### config.mk
export PLATFORM = sky130hd
export DESIGN_NAME = fp16_serial_accum
export DESIGN_NICKNAME = d
export VERILOG_FILES = /design/src/rtl/fp16_serial_accum.sv
export SDC_FILE = /design/constraint.sdc
export NUM_CORES = 1
export LEC_CHECK = 0
export CAP_MARGIN = 20
export CORE_AREA = 5 5 55 93
export CTS_CLUSTER_DIAMETER = 80
export DETAILED_ROUTE_END_ITERATION = 8
export DIE_AREA = 0 0 60 98
export GPL_TIMING_DRIVEN = 0
export PLACE_DENSITY = 0.88
export SLEW_MARGIN = 20
export SYNTH_ARGS = -nofsm -noshare
export SYNTH_HDL_FRONTEND = slang
export SYNTH_SLANG_ARGS = --single-unit
### constraint.sdc
create_clock -name clk -period 2.45 [get_ports clk]
set_input_delay 0.49 -clock clk [delete_from_list [all_inputs] [get_ports clk]]
set_output_delay 0.49 -clock clk [all_outputs]
set_load 0.05 [all_outputs]
### src/rtl/fp16_serial_accum.sv
// Serial fp16 accumulator: feeds {running sum, term} to an external combinational
// adder, registers the result, and presents the total after NUM_TERMS accepted terms.
module fp16_serial_accum #(
  parameter int NUM_TERMS = 8,
  parameter int CNT_W     = 4
) (
  input  logic        clk,
  input  logic        rst_n,
  input  logic        clear,
  input  logic        in_valid,
  output logic        in_ready,
  input  logic [15:0] in_data,
  output logic [15:0] add_a,
  output logic [15:0] add_b,
  input  logic [15:0] add_sum,
  output logic        out_valid,
  input  logic        out_ready,
  output logic [15:0] out_data,
  output logic        busy
);

  typedef enum logic {ACC = 1'b0, OUT = 1'b1} state_t;

  state_t             state_q, state_d;
  logic [15:0]        acc_q, acc_d;
  logic [CNT_W-1:0]   cnt_q, cnt_d;
  logic [15:0]        out_data_q, out_data_d;
  logic               out_valid_q, out_valid_d;

  localparam logic [CNT_W-1:0] LAST = CNT_W'(NUM_TERMS - 1);

  assign add_a     = acc_q;
  assign add_b     = in_data;
  assign in_ready  = (state_q == ACC) && !clear;
  assign out_valid = out_valid_q;
  assign out_data  = out_data_q;
  assign busy      = (cnt_q != '0) || (state_q == OUT);

  always_comb begin
    state_d     = state_q;
    acc_d       = acc_q;
    cnt_d       = cnt_q;
    out_data_d  = out_data_q;
    out_valid_d = out_valid_q;
    if (clear) begin
      // Flush wins over both accept and output handshake.
      state_d     = ACC;
      acc_d       = '0;
      cnt_d       = '0;
      out_valid_d = 1'b0;
    end else begin
      case (state_q)
        ACC: begin
          if (in_valid) begin
            acc_d = add_sum;
            if (cnt_q == LAST) begin
              cnt_d       = '0;
              state_d     = OUT;
              out_data_d  = add_sum;
              out_valid_d = 1'b1;
            end else begin
              cnt_d = cnt_q + 1'b1;
            end
          end
        end
        OUT: begin
          if (out_ready) begin
            state_d     = ACC;
            acc_d       = '0;
            out_valid_d = 1'b0;
          end
        end
        default: state_d = ACC;
      endcase
    end
  end

  always_ff @(posedge clk or negedge rst_n) begin
    if (!rst_n) begin
      state_q     <= ACC;
      acc_q       <= '0;
      cnt_q       <= '0;
      out_data_q  <= '0;
      out_valid_q <= 1'b0;
    end else begin
      state_q     <= state_d;
      acc_q       <= acc_d;
      cnt_q       <= cnt_d;
      out_data_q  <= out_data_d;
      out_valid_q <= out_valid_d;
    end
  end

endmodule

==> summary.md <==
| Metric | Value |
|---|---|
| Status | `finished, final reports clean` |
| Sequential share of the synthesized area | `0.543` |
| Largest net degree at the start of global routing | `34` |
| DRC viols | `0` |
| Via Count | `1407` |
| Initial DRC Count | `18` |
| CP Capture Type | `primary output` |
| Logic pwr share | `0.229` |
| P&R area growth vs syn | `49.8%` |
| Remaining global-route overflow | `0` |
| Hold-fix buffers at CTS | `0` |
| Power Dens Cells | `551 nW/um2` |
| Via/cell ratio | `4.95` |
| Fraction of layout cells with a size suffix above 1 | `0.240` |
| IO Port Bufs | `70` |
| Post-route ant nets | `0` |
| Skew final | `0.00408 ns` |
| Hpwl dp | `3400 um` |
| Leak | `1.22 nW` |
| First-pass GRT wire length | `7110 um` |
| Initial Util | `0.405` |
| Hold Crit Class | `input port to async pin` |
| WS Path Type | `flop to primary output` |
| CTS Root Buffer Type | `clkbuf_8` |
| Slew margin rel. | `0.633` |
| Multi-input gate area | `627 um2` |
| Floorplan row count | `32` |
| Post-synth EDFFs | `0` |
| Unrepaired setup endpoints after global routing | `no` |
| Drt pass-1 iters | `4` |
| Arrival @ worst endpoint | `1.67 ns` |
| Final non-filler cell total | `284` |
| Critical path peak fanout | `10` |
| TNS Setup | `0 ns` |
| Int Pwr | `1.00 mW` |
| Number of synthesized register bits | `38` |
| Max Slew Vio Count | `0` |
| Ant. Diodes | `0` |
| Drt total wl | `4310 um` |
| WL per Instance | `15.2 um` |
| Clock buffer depth | `2` |
| Clock Power Share | `0.312` |
| Die width | `60 um` |
| Mean cell area of the mapped netlist | `11.4 um2` |
| Synth Net Count | `193` |
| Cts bufs inserted | `5` |
| CTS tree | `done` |
| Setup bufs post-CTS | `0` |
| Ys async rst share | `1.00` |
| Psw | `445 uW` |
| Leading register cell type out of synthesis | `dfrtp_1` |
| Fin crit period | `2.16 ns` |
| Startpoint types | `flop` |
| Sink Count | `38` |
| CTS clk-pin slew, worst paths | `0.08 ns` |
| Number of H-tree levels | `2` |
| Placed cell areas | `2530 um2` |
| # setup viols final | `0` |
| GPL Wtd Cong | `0.790` |
| Top-level port count | `88` |
| Max Fclk | `462 MHz` |
| Die H | `98 um` |
| Synthesized instance count | `154` |
| Total Power | `1.45 mW` |
| Period utilization | `0.883` |
| Later-pin clock latency in the skew report | `0.29 ns` |
| Max Cap Violations | `0` |
| Die area | `5880 um2` |
| Synth warn | `0` |
| Register share of total power | `0.459` |
| Fin util | `0.606` |
| Worst VDD drop | `0.352 mV` |
| Yosys cell types | `25` |
| Sw frac | `0.308` |
| Placed cells | `276` |
| Storage element area | `951 um2` |
| Fillers | `365` |
| Worst Path Required | `1.96 ns` |
| Worst slew pin tran | `0.549 ns` |
| Core ar. | `4320 um2` |
| Overall routing resource usage | `0.157` |
| Vias in the first global route | `1512` |
| Fin area | `2620 um2` |
| Nets | `271` |
| Mapped cell area | `1750 um2` |
| Hold Vio Cnt, Final | `0` |
| Initial antenna violation count | `0` |
## logic make-up after synthesis
logic type | share of synthesized area
buffers and inverters | 0.0986
AOI/OAI and AO/OA | 0.0679
DFF | 0.543
muxes | 0.126
and+or+nand+nor | 0.145
xor gates and xnor gates | 0.00500
adders and majority gates | 0.0143
## final timing paths
kind / from / to / slack, ns / cells past startpoint
max in group asynchronous: rst_n / add_a[8]$_DFFE_PN0P_ / 2.02 / 2
max reg2reg: cnt_q[0]$_DFFE_PN0P_ / out_data[11]$_DFFE_PN0P_ / 0.87 / 4
min: rst_n / out_data[1]$_DFFE_PN0P_ / 0.03 / 1
min in group clk: out_valid$_DFFE_PN0P_ / out_valid$_DFFE_PN0P_ / 0.50 / 2
max: state_q$_DFF_PN0_ / in_ready / 0.29 / 3
min reg2reg: out_valid$_DFFE_PN0P_ / out_valid$_DFFE_PN0P_ / 0.50 / 2
## worst max-delay path, stage by stage, from the launching register on
cell and delay [ns]:
dfrtp_1 0.46, nor2_2 0.32, buf_2 0.29, clkbuf_2 0.32
## synthesized netlist by cell type (3+ instances only)
cell type   n  area share
buf_2       5       0.014
buf_4      16       0.069
dfrtp_1    38        0.54
inv_1       3      0.0064
mux2_2      8       0.051
mux2_4      8       0.069
nand2_1    19       0.041
nand3_1    17       0.049
o21ai_0    18       0.051
## power groups by stage
stage	logic [mW]	clock network [mW]	registers, mW
6_report	0.332	0.451	0.663
5_1_grt	0.352	0.491	0.666
4_1_cts	0.336	0.465	0.663
3_5_place_dp	0.336	0	0.676
3_3_place_gp	0.329	0	0.675
2_1_floorplan	0.127	0	0.745
## area by class of cell
cell class | count | area share
Clock buffer | 6 | 0.0315
Buffer | 23 | 0.0615
Tap cell | 51 | 0.0243
Multi-Input combinational cell | 90 | 0.239
Timing Repair Buffer | 71 | 0.272
Clock inverter | 2 | 0.00477
Inverter | 3 | 0.00429
Sequential cell | 38 | 0.363
## layer usage
| layer | part of all wire | global-route usage | vias up | wire length (um) |
|---|---|---|---|---|
| met5 | 0 | 0 | - | 0 |
| met3 | 0.070 | 0.0370 | 14 | 301 |
| met4 | 0.042 | 0.0887 | 0 | 182 |
| met1 | 0.37 | 0.171 | 671 | 1580 |
| li1 | - | - | 661 | - |
| met2 | 0.52 | 0.264 | 61 | 2240 |
## sequential cells by signal, indices dropped and copies added (netlist names)
| name | cells |
|---|---|
| out_valid | 1 |
| state_q | 1 |
| out_data | 16 |
| add_a | 16 |
| cnt_q | 4 |
## placed cells by master, fill, tap and decap left out, drive strengths merged
cell           instances
or4                    1
nor2b                  1
clkinv                 1
clkdlybuf4s50         67
dfrtp                 38
dlymetal6s2s           1
mux2                  16
mux2i                  1
clkbuf                 8
xor2                   1
inv                    3
nand2                 19
a21oi                  3
buf                   24
clkinvlp               1
nand3b                 2
nor2                   4
and2                   1
nand2b                 2
nand4                  1
o21ai                 18
a311o                  1
nand3                 17
ha                     2
## per-stage QoR
step / worst slack [ns] / hold slack (ns)
2_1_floorplan: 0.742 / 0.194
3_3_place_gp: -0.115 / 0.461
3_5_place_dp: -0.101 / 0.333
4_1_cts: 0.0423 / 0.0192
5_1_grt: 0.203 / 0.0259
6_report: 0.287 / 0.0265
## repair_timing
item,4_1_cts,5_1_grt
gates resized for setup,1,3
cloned,0,0
hold endpoints to repair,0,0
setup endpoints to repair,1,2
No activity file was read; power rests on OpenSTA's default activity.
